## config.mk

```make
export PLATFORM = sky130hd
export DESIGN_NAME = lot_lane_counter_flat
export DESIGN_NICKNAME = d
export VERILOG_FILES = /design/src/rtl/lot_lane_counter_if.sv /design/src/rtl/lot_lane_counter.sv /design/src/flat_wrapper.sv
export SDC_FILE = /design/constraint.sdc
export NUM_CORES = 1
export LEC_CHECK = 0
export ABC_AREA = 1
export CORE_MARGIN = 5
export CORE_UTILIZATION = 40
export CTS_CLUSTER_SIZE = 24
export DETAILED_ROUTE_END_ITERATION = 10
export GPL_ROUTABILITY_DRIVEN = 0
export GPL_TIMING_DRIVEN = 0
export HOLD_SLACK_MARGIN = 0.02
export PLACE_DENSITY = 0.66
export SLEW_MARGIN = 20
export SYNTH_ARGS = -nofsm -noshare
export SYNTH_HDL_FRONTEND = slang
export SYNTH_SLANG_ARGS = --single-unit
```

## constraint.sdc

```tcl
create_clock -name clk -period 4.23 [get_ports clk]
set_input_delay 0.423 -clock clk [delete_from_list [all_inputs] [get_ports clk]]
set_output_delay 0.423 -clock clk [all_outputs]
set_load 0.05 [all_outputs]
```

## src/rtl/lot_lane_counter_if.sv

```systemverilog
// ---------------------------------------------------------------------------
// lot_lane_counter_if
// Signal bundle between the parking-lot lane sensors / display side and the
// occupancy tracker.
//   a, b     : per-lane outer/inner sensor levels, 1 = blocked
//   clr_err  : synchronous clear of all sticky sequence-error flags
//   enter    : per-lane one-cycle pulse, completed entry
//   exit     : per-lane one-cycle pulse, completed exit
//   seq_err  : per-lane sticky illegal-sequence flag
//   count    : current lot occupancy
//   full     : count == CAPACITY
//   empty    : count == 0
//   reject   : one-cycle pulse, net event dropped by saturation
// Modports: master = sensor/display side, slave = tracker.
// ---------------------------------------------------------------------------
interface lot_lane_counter_if #(
  parameter int LANES = 2,
  parameter int CNT_W = 4
);
  logic [LANES-1:0] a;
  logic [LANES-1:0] b;
  logic             clr_err;
  logic [LANES-1:0] enter;
  logic [LANES-1:0] exit;
  logic [LANES-1:0] seq_err;
  logic [CNT_W-1:0] count;
  logic             full;
  logic             empty;
  logic             reject;

  modport master (
    output a, b, clr_err,
    input  enter, exit, seq_err, count, full, empty, reject
  );

  modport slave (
    input  a, b, clr_err,
    output enter, exit, seq_err, count, full, empty, reject
  );
endinterface

```

## src/rtl/lot_lane_counter.sv

```systemverilog
// ---------------------------------------------------------------------------
// lot_lane_counter
// Multi-lane parking-lot occupancy tracker. Every lane has an outer (a) and
// inner (b) sensor and its own direction FSM that only accepts a complete,
// ordered pass through both sensors. Completed entries/exits are registered
// as one-cycle pulses and summed into a shared saturating occupancy count.
// Ports:
//   clk    : system clock, rising edge
//   reset  : asynchronous active-high reset
//   bus    : lot_lane_counter_if.slave (sensor inputs, clr_err, pulses,
//            seq_err, count, full, empty, reject)
// ---------------------------------------------------------------------------
module lot_lane_counter #(
  parameter int LANES    = 2,
  parameter int CAPACITY = 15,
  parameter int CNT_W    = 4
) (
  input  logic                clk,
  input  logic                reset,
  lot_lane_counter_if.slave   bus
);

  // Two guard bits so count + net never wraps before saturation.
  localparam int SUM_W = CNT_W + 2;
  localparam logic signed [SUM_W-1:0] CAP_S  = SUM_W'(CAPACITY);
  localparam logic signed [SUM_W-1:0] ONE_S  = SUM_W'(1);
  localparam logic signed [SUM_W-1:0] ZERO_S = '0;
  localparam logic        [CNT_W-1:0] CAP_U  = CNT_W'(CAPACITY);

  typedef enum logic [2:0] {
    IDLE = 3'd0,
    E1   = 3'd1,
    E2   = 3'd2,
    E3   = 3'd3,
    X1   = 3'd4,
    X2   = 3'd5,
    X3   = 3'd6,
    BAD  = 3'd7
  } state_t;

  state_t r_state [LANES];
  state_t w_state_nxt [LANES];

  logic [LANES-1:0] w_enter_nxt;
  logic [LANES-1:0] w_exit_nxt;
  logic [LANES-1:0] w_bad_set;

  logic [LANES-1:0] r_enter;
  logic [LANES-1:0] r_exit;
  logic [LANES-1:0] r_seq_err;
  logic [CNT_W-1:0] r_count;
  logic             r_reject;

  logic signed [SUM_W-1:0] w_net;
  logic signed [SUM_W-1:0] w_sum;
  logic [CNT_W-1:0]        w_count_nxt;
  logic                    w_reject_nxt;

  // Clamp the widened sum into 0..CAPACITY; the MSB of the result flags
  // that clamping happened.
  function automatic logic [CNT_W:0] sat_count(input logic signed [SUM_W-1:0] sum);
    logic [CNT_W:0] res;
    if (sum > CAP_S) begin
      res = {1'b1, CAP_U};
    end else if (sum < ZERO_S) begin
      res = {1'b1, {CNT_W{1'b0}}};
    end else begin
      res = {1'b0, sum[CNT_W-1:0]};
    end
    return res;
  endfunction

  // Lane FSM next-state: input code is {a,b}. The exit path mirrors the
  // entry path with a and b swapped.
  always_comb begin
    w_enter_nxt = '0;
    w_exit_nxt  = '0;
    w_bad_set   = '0;
    for (int i = 0; i < LANES; i++) begin
      logic [1:0] code;
      code = {bus.a[i], bus.b[i]};
      w_state_nxt[i] = r_state[i];
      case (r_state[i])
        IDLE: case (code)
          2'b10:   w_state_nxt[i] = E1;
          2'b01:   w_state_nxt[i] = X1;
          2'b11:   w_state_nxt[i] = BAD;
          default: w_state_nxt[i] = IDLE;
        endcase
        E1: case (code)
          2'b11:   w_state_nxt[i] = E2;
          2'b00:   w_state_nxt[i] = IDLE;
          2'b01:   w_state_nxt[i] = BAD;
          default: w_state_nxt[i] = E1;
        endcase
        E2: case (code)
          2'b01:   w_state_nxt[i] = E3;
          2'b10:   w_state_nxt[i] = E1;
          2'b00:   w_state_nxt[i] = BAD;
          default: w_state_nxt[i] = E2;
        endcase
        E3: case (code)
          2'b00: begin
            w_state_nxt[i] = IDLE;
            w_enter_nxt[i] = 1'b1;
          end
          2'b11:   w_state_nxt[i] = E2;
          2'b10:   w_state_nxt[i] = BAD;
          default: w_state_nxt[i] = E3;
        endcase
        X1: case (code)
          2'b11:   w_state_nxt[i] = X2;
          2'b00:   w_state_nxt[i] = IDLE;
          2'b10:   w_state_nxt[i] = BAD;
          default: w_state_nxt[i] = X1;
        endcase
        X2: case (code)
          2'b10:   w_state_nxt[i] = X3;
          2'b01:   w_state_nxt[i] = X1;
          2'b00:   w_state_nxt[i] = BAD;
          default: w_state_nxt[i] = X2;
        endcase
        X3: case (code)
          2'b00: begin
            w_state_nxt[i] = IDLE;
            w_exit_nxt[i]  = 1'b1;
          end
          2'b11:   w_state_nxt[i] = X2;
          2'b01:   w_state_nxt[i] = BAD;
          default: w_state_nxt[i] = X3;
        endcase
        default: begin
          if (code == 2'b00) begin
            w_state_nxt[i] = IDLE;
          end
        end
      endcase
      // Only the transition into BAD sets the flag, so clr_err can clear a
      // lane that is still parked in BAD.
      w_bad_set[i] = (r_state[i] != BAD) && (w_state_nxt[i] == BAD);
    end
  end

  // Net occupancy change recognised on this edge, then saturated.
  always_comb begin
    logic [CNT_W:0] sat;
    w_net = ZERO_S;
    for (int i = 0; i < LANES; i++) begin
      if (w_enter_nxt[i]) w_net = w_net + ONE_S;
      if (w_exit_nxt[i])  w_net = w_net - ONE_S;
    end
    w_sum        = $signed({2'b00, r_count}) + w_net;
    sat          = sat_count(w_sum);
    w_count_nxt  = sat[CNT_W-1:0];
    w_reject_nxt = sat[CNT_W];
  end

  // ---- stage boundary: lane states, pulses, flags and count registered ----
  always_ff @(posedge clk or posedge reset) begin
    if (reset) begin
      for (int i = 0; i < LANES; i++) begin
        r_state[i] <= IDLE;
      end
      r_enter   <= '0;
      r_exit    <= '0;
      r_seq_err <= '0;
      r_count   <= '0;
      r_reject  <= 1'b0;
    end else begin
      for (int i = 0; i < LANES; i++) begin
        r_state[i] <= w_state_nxt[i];
      end
      r_enter   <= w_enter_nxt;
      r_exit    <= w_exit_nxt;
      // A lane entering BAD wins over a simultaneous clear.
      r_seq_err <= (bus.clr_err ? '0 : r_seq_err) | w_bad_set;
      r_count   <= w_count_nxt;
      r_reject  <= w_reject_nxt;
    end
  end

  assign bus.enter   = r_enter;
  assign bus.exit    = r_exit;
  assign bus.seq_err = r_seq_err;
  assign bus.count   = r_count;
  assign bus.reject  = r_reject;
  assign bus.full    = (r_count == CAP_U);
  assign bus.empty   = (r_count == '0);

endmodule

```

## src/flat_wrapper.sv

```systemverilog
// flat-port wrapper written by rule: the top's interface ports become plain ports
module lot_lane_counter_flat 
#(
  parameter int LANES    = 2,
  parameter int CAPACITY = 15,
  parameter int CNT_W    = 4
)
  (clk, reset, bus_a, bus_b, bus_clr_err, bus_enter, bus_exit, bus_seq_err, bus_count, bus_full, bus_empty, bus_reject);
  lot_lane_counter_if #(.LANES(LANES), .CNT_W(CNT_W)) bus_i ();
  input  logic clk;
  input  logic reset;
  input wire logic [$bits(bus_i.a)-1:0] bus_a;
  input wire logic [$bits(bus_i.b)-1:0] bus_b;
  input wire logic [$bits(bus_i.clr_err)-1:0] bus_clr_err;
  output wire logic [$bits(bus_i.enter)-1:0] bus_enter;
  output wire logic [$bits(bus_i.exit)-1:0] bus_exit;
  output wire logic [$bits(bus_i.seq_err)-1:0] bus_seq_err;
  output wire logic [$bits(bus_i.count)-1:0] bus_count;
  output wire logic [$bits(bus_i.full)-1:0] bus_full;
  output wire logic [$bits(bus_i.empty)-1:0] bus_empty;
  output wire logic [$bits(bus_i.reject)-1:0] bus_reject;
  assign bus_i.a = bus_a;
  assign bus_i.b = bus_b;
  assign bus_i.clr_err = bus_clr_err;
  assign bus_enter = bus_i.enter;
  assign bus_exit = bus_i.exit;
  assign bus_seq_err = bus_i.seq_err;
  assign bus_count = bus_i.count;
  assign bus_full = bus_i.full;
  assign bus_empty = bus_i.empty;
  assign bus_reject = bus_i.reject;
  lot_lane_counter #(.LANES(LANES), .CAPACITY(CAPACITY), .CNT_W(CNT_W)) u_core (.clk(clk), .reset(reset), .bus(bus_i));
endmodule
```

==> out/metrics.cfg <==
[drt]
met1Wirelength_mm = 1.59
met2_length_mm = 1.52
drc = 0
first_iter_violations = 65
post_drt_via_cell_ratio = 4.59
drt-pass1-iter-count = 5
ant_nets = 0
via_count = 1505
wl_per_cell_microns = 10.1
met3WireLength_microns = 158
wl_mm = 3.30
highest_layer = met4

[place]
hpwl_mm = 2.65
dpl.cell_count = 324
port-buffer-count = 19

[timing]
setup_viol = 0
slew_headroom_pct = 55.7
drv_slew = 0
fin_crit_ns = 3.38
hold_viol = 0
tns_ns = 0
rsz0062_at_grt = false
max_freq_mhz = 295
tightest_slew_ns = 0.664
fin_crit_sh_pct = 80.0
skew_ns = 0.00449

[setup_path]
path_class = input pin to register
critical_path.startpoint_type = input pin
endpoint_kind = register
cp.required_ns = 4.42
critPathMaxFanout = 6
cp.arrival_ns = 3.57

[clock_tree]
htree_levels = 1
clockBufferDepth = 2
clock_sinks = 17
postCtsHoldBufs = 0
post_cts_resized = 0
root_buffer = clkbuf_8
cts_buffers = 3
insertion_delay_ns = 0.25
cts_setup_buffers = 0
cts_tree = yes
clk_pin_slew_ns = 0.07

[job]
cap_viol_max_count = 0

[floorplan]
dieArea_sq_um = 5820
placementRows = 24
die_h_microns = 76.3
num_io_pins = 20
die_x_microns = 76.3
core_area_sq_um = 4320
initial_core_util_pct = 40.7

[synthesis]
synthesis.area_sq_um = 1760
ys_seq_elements = 17
synth_ff_type = dfrtp_1
synth_edf_count = 0
synth_cell_types = 27
syn-instance-count = 253
synth_nets = 285
synth.yosys.seq_area_share_pct = 24.2
ys_warn_count = 0
synth.avg_cell_area_sq_um = 6.95
synth_async_sr_flop_share_pct = 100

[global_route]
grt_start_max_net_pins = 18
grt_util_all_layers_pct = 11.7
grt_pass1_wl_mm = 5.99
grt_pass1_vias = 1459
grt_overflow = 0
antenna_found_initial = 0

[finish]
antennaDiodeCount = 0
n_fill_cell = 454
final_nets = 309
drive_gt1_share_pct = 10.9
final_cells = 328
syn2layout_area_growth_pct = 17.1

[pwr]
p_leak_uw = 0.00116
p_per_area_nw_per_um2 = 593
peakVddDrop_mv = 0.232

[outcome]
status = finished, final reports clean

[worst_hold_path]
min_path_type = register to register

[registers in the layout, indices dropped and copies added, names as in the netlist]
name	cells
u_core.bus.enter	2
u_core.bus.count	4
u_core.bus.reject	1
u_core.r_state	6
u_core.bus.exit	2
u_core.bus.seq_err	2
[synthesized netlist by cell type (2+ instances only)]
cell,n,area share (%)
o21ai_0,6,1.7
nand2_4,6,3.8
buf_2,3,0.85
nand2_2,6,2.1
nand4_1,6,2.1
a21oi_1,5,1.4
nor3_1,5,1.4
xnor2_1,2,1.0
buf_6,2,1.3
nor2_1,40,8.5
nand2_1,66,14
inv_1,40,8.5
fa_1,2,2.3
nand3_1,12,3.4
dfrtp_1,17,24
ha_1,23,16
inv_2,2,0.43
[final cells by class]
cell class / count / area, sq um / share of cell area, %
Multi-Input combinational cell: 186 / 1110 / 53.7
Sequential cell: 17 / 425 / 20.7
Timing Repair Buffer: 19 / 190 / 9.23
Inverter: 44 / 175 / 8.51
Tap cell: 52 / 65.1 / 3.16
Buffer: 6 / 52.6 / 2.55
Clock buffer: 4 / 45.0 / 2.19
[final timing paths]
path                                                  from  cells after the start  slack [ns]                               to
setup / recovery                                  bus_b[1]                     17        0.85    u_core.bus.count[2]$_DFF_PP0_
max in group asynchronous                            reset                      2        3.24    u_core.bus.count[3]$_DFF_PP0_
hold reg to reg            u_core.bus.seq_err[0]$_DFF_PP0_                      2        0.49  u_core.bus.seq_err[0]$_DFF_PP0_
setup reg to reg               u_core.r_state[3]$_DFF_PP0_                     17        1.30    u_core.bus.count[2]$_DFF_PP0_
hold / removal             u_core.bus.seq_err[0]$_DFF_PP0_                      2        0.49  u_core.bus.seq_err[0]$_DFF_PP0_
min in group asynchronous                            reset                      2        0.57      u_core.r_state[5]$_DFF_PP0_
[critical path, cell delays in order]
cell and delay (ns):
clkdlybuf4s50_1 0.49, inv_1 0.17, ha_1 0.32, nand4_1 0.22, inv_1 0.16, fa_1 0.46
xnor2_1 0.18, ha_1 0.19, inv_1 0.05, fa_1 0.39, nor2_1 0.12, nor2_1 0.07
inv_1 0.09, nand2_4 0.06, nand2_4 0.06, nand2_4 0.07, nand2_2 0.06
[per-layer routing]
metal	track usage (%)	vias up
met4	3.85	0
met3	1.65	4
met5	0	-
met1	15.6	640
met2	19.3	43
li1	-	818
[placed cells by master, fill, tap and decap left out, types with 5 or more instances in the layout]
cell              n
nand3_1          12
nor3_1            5
nand2_2           6
nand2_1          66
a21oi_1           5
o21ai_0           6
nand2_4           6
clkdlybuf4s50_1  19
nand4_1           6
inv_1            40
dfrtp_1          17
ha_1             23
nor2_1           40
[kinds of logic after synthesis]
group / synth area share, %
adders and majority gates: 18.6
and+or+nand+nor: 40.1
DFF: 24.2
AOI/OAI and AO/OA: 3.13
xor gates and xnor gates: 0.996
buffers and inverters: 12.9
[power by group]
part	total, uW	internal [uW]	leakage, uW	switching [uW]
Clock	118	66.7	0.0000228	51.8
Combinational	840	299	0.000924	542
Sequential	262	226	0.000211	36.0
[metrics by stage]
stage | setup slack, ns | cell area (sq um) | util (%) | power [uW] | hold slack, ns
3_3_place_gp | 0.593 | 2010 | 46.6 | 1100 | 0.481
3_5_place_dp | 0.567 | 2010 | 46.6 | 1110 | 0.467
4_1_cts | 0.828 | 2060 | 47.6 | 1230 | 0.493
6_report | 0.845 | 2060 | 47.6 | 1220 | 0.493
2_1_floorplan | 1.40 | 1760 | - | 922 | 0.349
5_1_grt | 0.551 | 2060 | 47.6 | 1350 | 0.514
Note: power is estimated with default switching activity, not from simulation.
